## src/rtl/writeback_stage_if.sv

```systemverilog
// MA/WB pipeline-register inputs, ID read ports and redirect/writeback outputs of the
// final pipeline stage, bundled so the stage and its driver share one signal set.
interface writeback_stage_if #(
    parameter int WIDTH = 32
);
    logic [4:0]       REGMrd;
    logic [WIDTH-1:0] REGMaluresult;
    logic [WIDTH-1:0] REGMbranchimm;
    logic [WIDTH-1:0] REGMpc;
    logic [WIDTH-1:0] REGMdmemdata;
    logic [WIDTH-1:0] REGMcsrrdata;
    logic [1:0]       REGMmem2reg;
    logic [1:0]       REGMpcsource;
    logic [1:0]       REGMbranchcntl;
    logic             REGMregwrite;
    logic             REGMzero;
    logic             WBstall;
    logic [4:0]       rs1addr;
    logic [4:0]       rs2addr;
    logic [WIDTH-1:0] rs1data;
    logic [WIDTH-1:0] rs2data;
    logic             pcredirect;
    logic [WIDTH-1:0] pctarget;
    logic             pipeflush;
    logic [WIDTH-1:0] wbvalue;
    logic             wbwe;

    modport slave (
        input  REGMrd, REGMaluresult, REGMbranchimm, REGMpc, REGMdmemdata, REGMcsrrdata,
               REGMmem2reg, REGMpcsource, REGMbranchcntl, REGMregwrite, REGMzero,
               WBstall, rs1addr, rs2addr,
        output rs1data, rs2data, pcredirect, pctarget, pipeflush, wbvalue, wbwe
    );

    modport master (
        output REGMrd, REGMaluresult, REGMbranchimm, REGMpc, REGMdmemdata, REGMcsrrdata,
               REGMmem2reg, REGMpcsource, REGMbranchcntl, REGMregwrite, REGMzero,
               WBstall, rs1addr, rs2addr,
        input  rs1data, rs2data, pcredirect, pctarget, pipeflush, wbvalue, wbwe
    );
endinterface

```

## src/rtl/writeback_stage.sv

```systemverilog
// Final pipeline stage: writeback mux, 32x32 register file with write-first read bypass,
// branch/jump resolution, and a counter-driven squash of the wrong-path shadow.
module writeback_stage #(
    parameter int WIDTH      = 32,
    parameter int SHADOW_LEN = 4
) (
    input  logic          clk,
    input  logic          reset,
    writeback_stage_if.slave wb
);
    localparam int CW = (SHADOW_LEN > 1) ? $clog2(SHADOW_LEN) : 1;
    localparam logic [CW-1:0] RELOAD = (SHADOW_LEN > 0) ? CW'(SHADOW_LEN - 1) : '0;

    typedef enum logic {RUN, SHADOW} state_t;

    state_t           state_q, state_d;
    logic [CW-1:0]    count_q, count_d;
    logic [WIDTH-1:0] rf_q [32];

    logic [WIDTH-1:0] wbvalue;
    logic [WIDTH-1:0] pc_plus4;
    logic [WIDTH-1:0] target;
    logic             cond_true;
    logic             taken;
    logic             live;
    logic             we;
    logic             redirect;

    assign pc_plus4 = wb.REGMpc + WIDTH'(4);

    always_comb begin
        wbvalue = wb.REGMaluresult;
        case (wb.REGMmem2reg)
            2'b00:   wbvalue = wb.REGMaluresult;
            2'b01:   wbvalue = wb.REGMdmemdata;
            2'b10:   wbvalue = pc_plus4;
            default: wbvalue = wb.REGMcsrrdata;
        endcase
    end

    always_comb begin
        cond_true = 1'b0;
        case (wb.REGMbranchcntl)
            2'b00:   cond_true = wb.REGMzero;
            2'b01:   cond_true = ~wb.REGMzero;
            2'b10:   cond_true = 1'b1;
            default: cond_true = 1'b0;
        endcase
        taken  = 1'b0;
        target = wb.REGMpc + wb.REGMbranchimm;
        case (wb.REGMpcsource)
            2'b01:   taken = cond_true;
            2'b10: begin
                taken  = 1'b1;
                target = wb.REGMaluresult & {{(WIDTH-1){1'b1}}, 1'b0};
            end
            2'b11:   taken = 1'b1;
            default: taken = 1'b0;
        endcase
    end

    // Anything arriving while in SHADOW is wrong-path and has no architectural effect.
    assign live     = (state_q == RUN) && !wb.WBstall;
    assign we       = live && wb.REGMregwrite && (wb.REGMrd != 5'd0);
    assign redirect = live && taken;

    always_comb begin
        state_d = state_q;
        count_d = count_q;
        case (state_q)
            RUN: begin
                if (redirect && (SHADOW_LEN > 0)) begin
                    state_d = SHADOW;
                    count_d = RELOAD;
                end
            end
            default: begin
                if (!wb.WBstall) begin
                    if (count_q == '0) begin
                        state_d = RUN;
                    end else begin
                        count_d = count_q - 1'b1;
                    end
                end
            end
        endcase
    end

    always_ff @(posedge clk or posedge reset) begin
        if (reset) begin
            state_q <= RUN;
            count_q <= '0;
        end else begin
            state_q <= state_d;
            count_q <= count_d;
        end
    end

    // x0 is never written because we already excludes rd==0, so it stays at its reset value.
    for (genvar gi = 0; gi < 32; gi++) begin : g_rf
        always_ff @(posedge clk or posedge reset) begin
            if (reset) begin
                rf_q[gi] <= '0;
            end else if (we && (wb.REGMrd == 5'(gi))) begin
                rf_q[gi] <= wbvalue;
            end
        end
    end

    assign wb.rs1data    = (we && (wb.rs1addr == wb.REGMrd)) ? wbvalue : rf_q[wb.rs1addr];
    assign wb.rs2data    = (we && (wb.rs2addr == wb.REGMrd)) ? wbvalue : rf_q[wb.rs2addr];
    assign wb.pcredirect = redirect;
    assign wb.pipeflush  = redirect;
    assign wb.pctarget   = target;
    assign wb.wbvalue    = wbvalue;
    assign wb.wbwe       = we;
endmodule
```

## src/flat_wrapper.sv

```systemverilog
// flat-port wrapper written by rule: the top's interface ports become plain ports
module writeback_stage_flat 
#(
    parameter int WIDTH      = 32,
    parameter int SHADOW_LEN = 4
)
  (clk, reset, wb_REGMrd, wb_REGMaluresult, wb_REGMbranchimm, wb_REGMpc, wb_REGMdmemdata, wb_REGMcsrrdata, wb_REGMmem2reg, wb_REGMpcsource, wb_REGMbranchcntl, wb_REGMregwrite, wb_REGMzero, wb_WBstall, wb_rs1addr, wb_rs2addr, wb_rs1data, wb_rs2data, wb_pcredirect, wb_pctarget, wb_pipeflush, wb_wbvalue, wb_wbwe);
  writeback_stage_if #(.WIDTH(WIDTH)) wb_i ();
  input  logic clk;
  input  logic reset;
  input wire logic [$bits(wb_i.REGMrd)-1:0] wb_REGMrd;
  input wire logic [$bits(wb_i.REGMaluresult)-1:0] wb_REGMaluresult;
  input wire logic [$bits(wb_i.REGMbranchimm)-1:0] wb_REGMbranchimm;
  input wire logic [$bits(wb_i.REGMpc)-1:0] wb_REGMpc;
  input wire logic [$bits(wb_i.REGMdmemdata)-1:0] wb_REGMdmemdata;
  input wire logic [$bits(wb_i.REGMcsrrdata)-1:0] wb_REGMcsrrdata;
  input wire logic [$bits(wb_i.REGMmem2reg)-1:0] wb_REGMmem2reg;
  input wire logic [$bits(wb_i.REGMpcsource)-1:0] wb_REGMpcsource;
  input wire logic [$bits(wb_i.REGMbranchcntl)-1:0] wb_REGMbranchcntl;
  input wire logic [$bits(wb_i.REGMregwrite)-1:0] wb_REGMregwrite;
  input wire logic [$bits(wb_i.REGMzero)-1:0] wb_REGMzero;
  input wire logic [$bits(wb_i.WBstall)-1:0] wb_WBstall;
  input wire logic [$bits(wb_i.rs1addr)-1:0] wb_rs1addr;
  input wire logic [$bits(wb_i.rs2addr)-1:0] wb_rs2addr;
  output wire logic [$bits(wb_i.rs1data)-1:0] wb_rs1data;
  output wire logic [$bits(wb_i.rs2data)-1:0] wb_rs2data;
  output wire logic [$bits(wb_i.pcredirect)-1:0] wb_pcredirect;
  output wire logic [$bits(wb_i.pctarget)-1:0] wb_pctarget;
  output wire logic [$bits(wb_i.pipeflush)-1:0] wb_pipeflush;
  output wire logic [$bits(wb_i.wbvalue)-1:0] wb_wbvalue;
  output wire logic [$bits(wb_i.wbwe)-1:0] wb_wbwe;
  assign wb_i.REGMrd = wb_REGMrd;
  assign wb_i.REGMaluresult = wb_REGMaluresult;
  assign wb_i.REGMbranchimm = wb_REGMbranchimm;
  assign wb_i.REGMpc = wb_REGMpc;
  assign wb_i.REGMdmemdata = wb_REGMdmemdata;
  assign wb_i.REGMcsrrdata = wb_REGMcsrrdata;
  assign wb_i.REGMmem2reg = wb_REGMmem2reg;
  assign wb_i.REGMpcsource = wb_REGMpcsource;
  assign wb_i.REGMbranchcntl = wb_REGMbranchcntl;
  assign wb_i.REGMregwrite = wb_REGMregwrite;
  assign wb_i.REGMzero = wb_REGMzero;
  assign wb_i.WBstall = wb_WBstall;
  assign wb_i.rs1addr = wb_rs1addr;
  assign wb_i.rs2addr = wb_rs2addr;
  assign wb_rs1data = wb_i.rs1data;
  assign wb_rs2data = wb_i.rs2data;
  assign wb_pcredirect = wb_i.pcredirect;
  assign wb_pctarget = wb_i.pctarget;
  assign wb_pipeflush = wb_i.pipeflush;
  assign wb_wbvalue = wb_i.wbvalue;
  assign wb_wbwe = wb_i.wbwe;
  writeback_stage #(.WIDTH(WIDTH), .SHADOW_LEN(SHADOW_LEN)) u_core (.clk(clk), .reset(reset), .wb(wb_i));
endmodule
```

## config.mk

```make
export PLATFORM = sky130hd
export DESIGN_NAME = writeback_stage_flat
export DESIGN_NICKNAME = d
export VERILOG_FILES = /design/src/rtl/writeback_stage_if.sv /design/src/rtl/writeback_stage.sv /design/src/flat_wrapper.sv
export SDC_FILE = /design/constraint.sdc
export NUM_CORES = 2
export LEC_CHECK = 0
export CAP_MARGIN = 20
export CORE_MARGIN = 1
export CORE_UTILIZATION = 23
export DETAILED_ROUTE_END_ITERATION = 10
export SYNTH_ARGS = -nofsm -noshare
export SYNTH_HDL_FRONTEND = slang
export SYNTH_SLANG_ARGS = --single-unit
```

## constraint.sdc

```tcl
create_clock -name clk -period 88 [get_ports clk]
set_clock_uncertainty 0.2 [all_clocks]
set_input_delay 17.6 -clock clk [delete_from_list [all_inputs] [get_ports clk]]
set_output_delay 17.6 -clock clk [all_outputs]
set_load 0.05 [all_outputs]
```

==> reports/results.ini <==
[clock_tree]
clock-root-buffer=clkbuf_16
cts_resized=0
clock_sinks=1027
clock_latency_ps=710
cts_setup_buffers=0
h-tree-depth=3
clk_path_buf_depth=3
postCtsHoldBufs=0
path_clk_slew_ps=60
cts_tree=yes
cts_buffers=98

[route]
drt-total-wl_mm=197
routedWlPerCell_um=23.9
vias=42010
dr.pass1.iters=7
drc=0
viasPerCell=5.09
antenna_left=0
dr.first_iter.drc_count=4295

[setup_path]
crit_chain=buf_8 > buf_4 > buf_4 > mux4_2 > mux4_2 > mux2_2 > nor2_1 > a21oi_1 > clkdlybuf4s50_1
path_max_fanout=66
cp_slowest_cell=buf_4
cp-start-kind=input port
critPathKind=input port to output port
cp.required_ps=70200
r2r_slack_ps=83650
worstPathArrival_ps=22340
crit_buf_inv=4
setup.worst_path.end_class=output port
cp_top_family=buffers and inverters
max_stage_delay_ps=840

[sta]
slew_headroom_pct=21.8
fin_crit_sh_pct=45.6
final.min_clock_period_ps=40140
rsz0062_at_grt=false
setup_viol=0
worstMarginPinSlew_ps=1170
finalSetupTns_ps=0
finalHoldViolations=0
slew_viol_final=0
hold_ws_ps=195
clock.fmax_ghz=0.0249

[grt]
grt_overflow_total=0
grt_max_degree=126
grt_pass1_vias=42380
grt_usage_pct=15.8
antenna_found_initial=4
grt_pass1_wl_mm=291

[logic_synthesis]
syn_area_sq_mm=0.0562
synth_warnings=0
yosys_register_bits=1027
synth_top_area_share_pct=45.7
syn_nets=5193
synth.largest_area_cell=dfrtp_1
synth_seq_area_share_pct=45.7
synthCells=4973
synth_area_leaders=dfrtp_1 46%, mux4_2 26%, o21ai_0 8.7%
synth_area_per_cell_sq_um=11.3
synth_edf_count=0
async_flop_share_pct=100
synth_cell_type_count=67
synthFlopType=dfrtp_1

[final_layout]
syn_to_final_growth_pct=17.5
final_cells=8259
fillerInstances=25235
final_common_cell=nand2_1
most-common-layout-cells=1060 x nand2_1, 1027 x dfrtp_1, 976 x o21ai_0
drive_above_1_share_pct=21.4
multi_input_area_sq_mm=0.0289
register_area_sq_mm=0.0257
nNetsFinal=5198

[floorplan]
rows=181
start_util_pct=23.1
die_x_um=496
coreArea_sq_mm=0.243
fp.dieArea_sq_mm=0.246
pin_count=317
die_h_um=496

[pwr]
ir_worst_vdd_v=0.0000170
leakagePower_uw=0.0269
power.total_uw=1330
powerDensity_mw_per_mm2=20.1

[place]
place_congestion=0.822
dp_hpwl_mm=121
port-buffer-count=316
dp.cells=8077

[job]
maxCapViolCount=0

[outcome]
status=finished clean

[worst_hold_path]
hold_path_class=flip-flop to flip-flop

## layout make-up
class                      count  area share [%]
multi-input combinational   3391            43.8
sequential                  1027            38.9
tap                         3202            6.07
timing repair buffer         419            6.05
clock buffer                 140            4.32
clock inverter                37           0.646
inverter                      41           0.244
antenna                        2         0.00758
## final timing paths
check	startpoint	cells past startpoint	to
max in group asynchronous	reset	7	u_core.rf_q[296]
min in group asynchronous	reset	2	u_core.rf_q[986]
worst max register to register	u_core.state_q	5	u_core.rf_q[396]
worst max-delay path	wb_rs1addr[0]	9	wb_rs1data[20]
worst min register to register	u_core.rf_q[998]	0	u_core.rf_q[998]
worst min-delay path	u_core.rf_q[998]	0	u_core.rf_q[998]
## state kept, by name (all words and copies together) (netlist names)
| register | count |
|---|---|
| u_core.rf_q | 1024 |
| u_core.count_q | 2 |
| u_core.state_q | 1 |
## cells by family after synthesis
group / count (synthesis) / share of synthesized area (%)
AND/OR/NAND/NOR: 1315 / 9.31
adder cells (fa/ha/maj): 34 / 0.770
XOR/XNOR: 62 / 0.979
flip-flops: 1027 / 45.7
buffers and inverters: 555 / 3.99
multiplexers: 732 / 27.4
AO/OA/AOI/OAI: 1248 / 11.9
## report_power, final
part / internal, uW / total, uW / switching, uW
combinational: 136 / 301 / 166
clock: 247 / 441 / 194
sequential: 537 / 587 / 50.3
total: 919 / 1330 / 410
## per-layer routing
metal  GRT usage [%]  routed length, um  vias to the layer above
met5               0                 13                        -
met4            5.58               7220                        2
met3            2.81              14300                      378
met2            26.0              94300                     1810
met1            20.9              81500                    21689
li1                -                  -                    18131
## through the flow
| stage | setup slack [ps] | cell area [sq um] | util [%] |
|---|---|---|---|
| after floorplan | 41300 | 56200 | - |
| after global placement | 47720 | 62700 | 25.8 |
| after detailed placement | 47710 | 62700 | 25.8 |
| after CTS | 47700 | 66000 | 27.1 |
| after global routing | 47490 | 66000 | 27.2 |
| final | 47860 | 66100 | 27.2 |
## worst register-to-register path, delay by kind of cell (launching register included)
family | cells | cell delay (ps)
simple gates | 4 | 3000
compound gates | 1 | 580
flops | 1 | 440
## Yosys cell counts, types with 4 or more instances
library cell and count:
mux2_2 69, nand2b_1 7, a21o_1 9, nor3_1 10, mux4_2 638, buf_2 75, a211o_1 18, nand2_1 1083
mux2i_1 25, nand3_1 26, nor2b_1 22, inv_1 41, o21ai_2 27, and2_1 6, and3_1 9, o21a_1 4
o221ai_1 8, a21oi_1 118, o211ai_1 4, ha_1 33, xnor2_1 33, and4_1 4, nor2_1 118, o21ai_0 980
buf_1 14, nand4_1 10, xor2_1 28, a211oi_1 7, o21ai_1 37, clkbuf_1 413, o221ai_2 7, buf_6 6
a31oi_1 6, dfrtp_1 1027
Note: power is estimated with default switching activity, not from simulation.
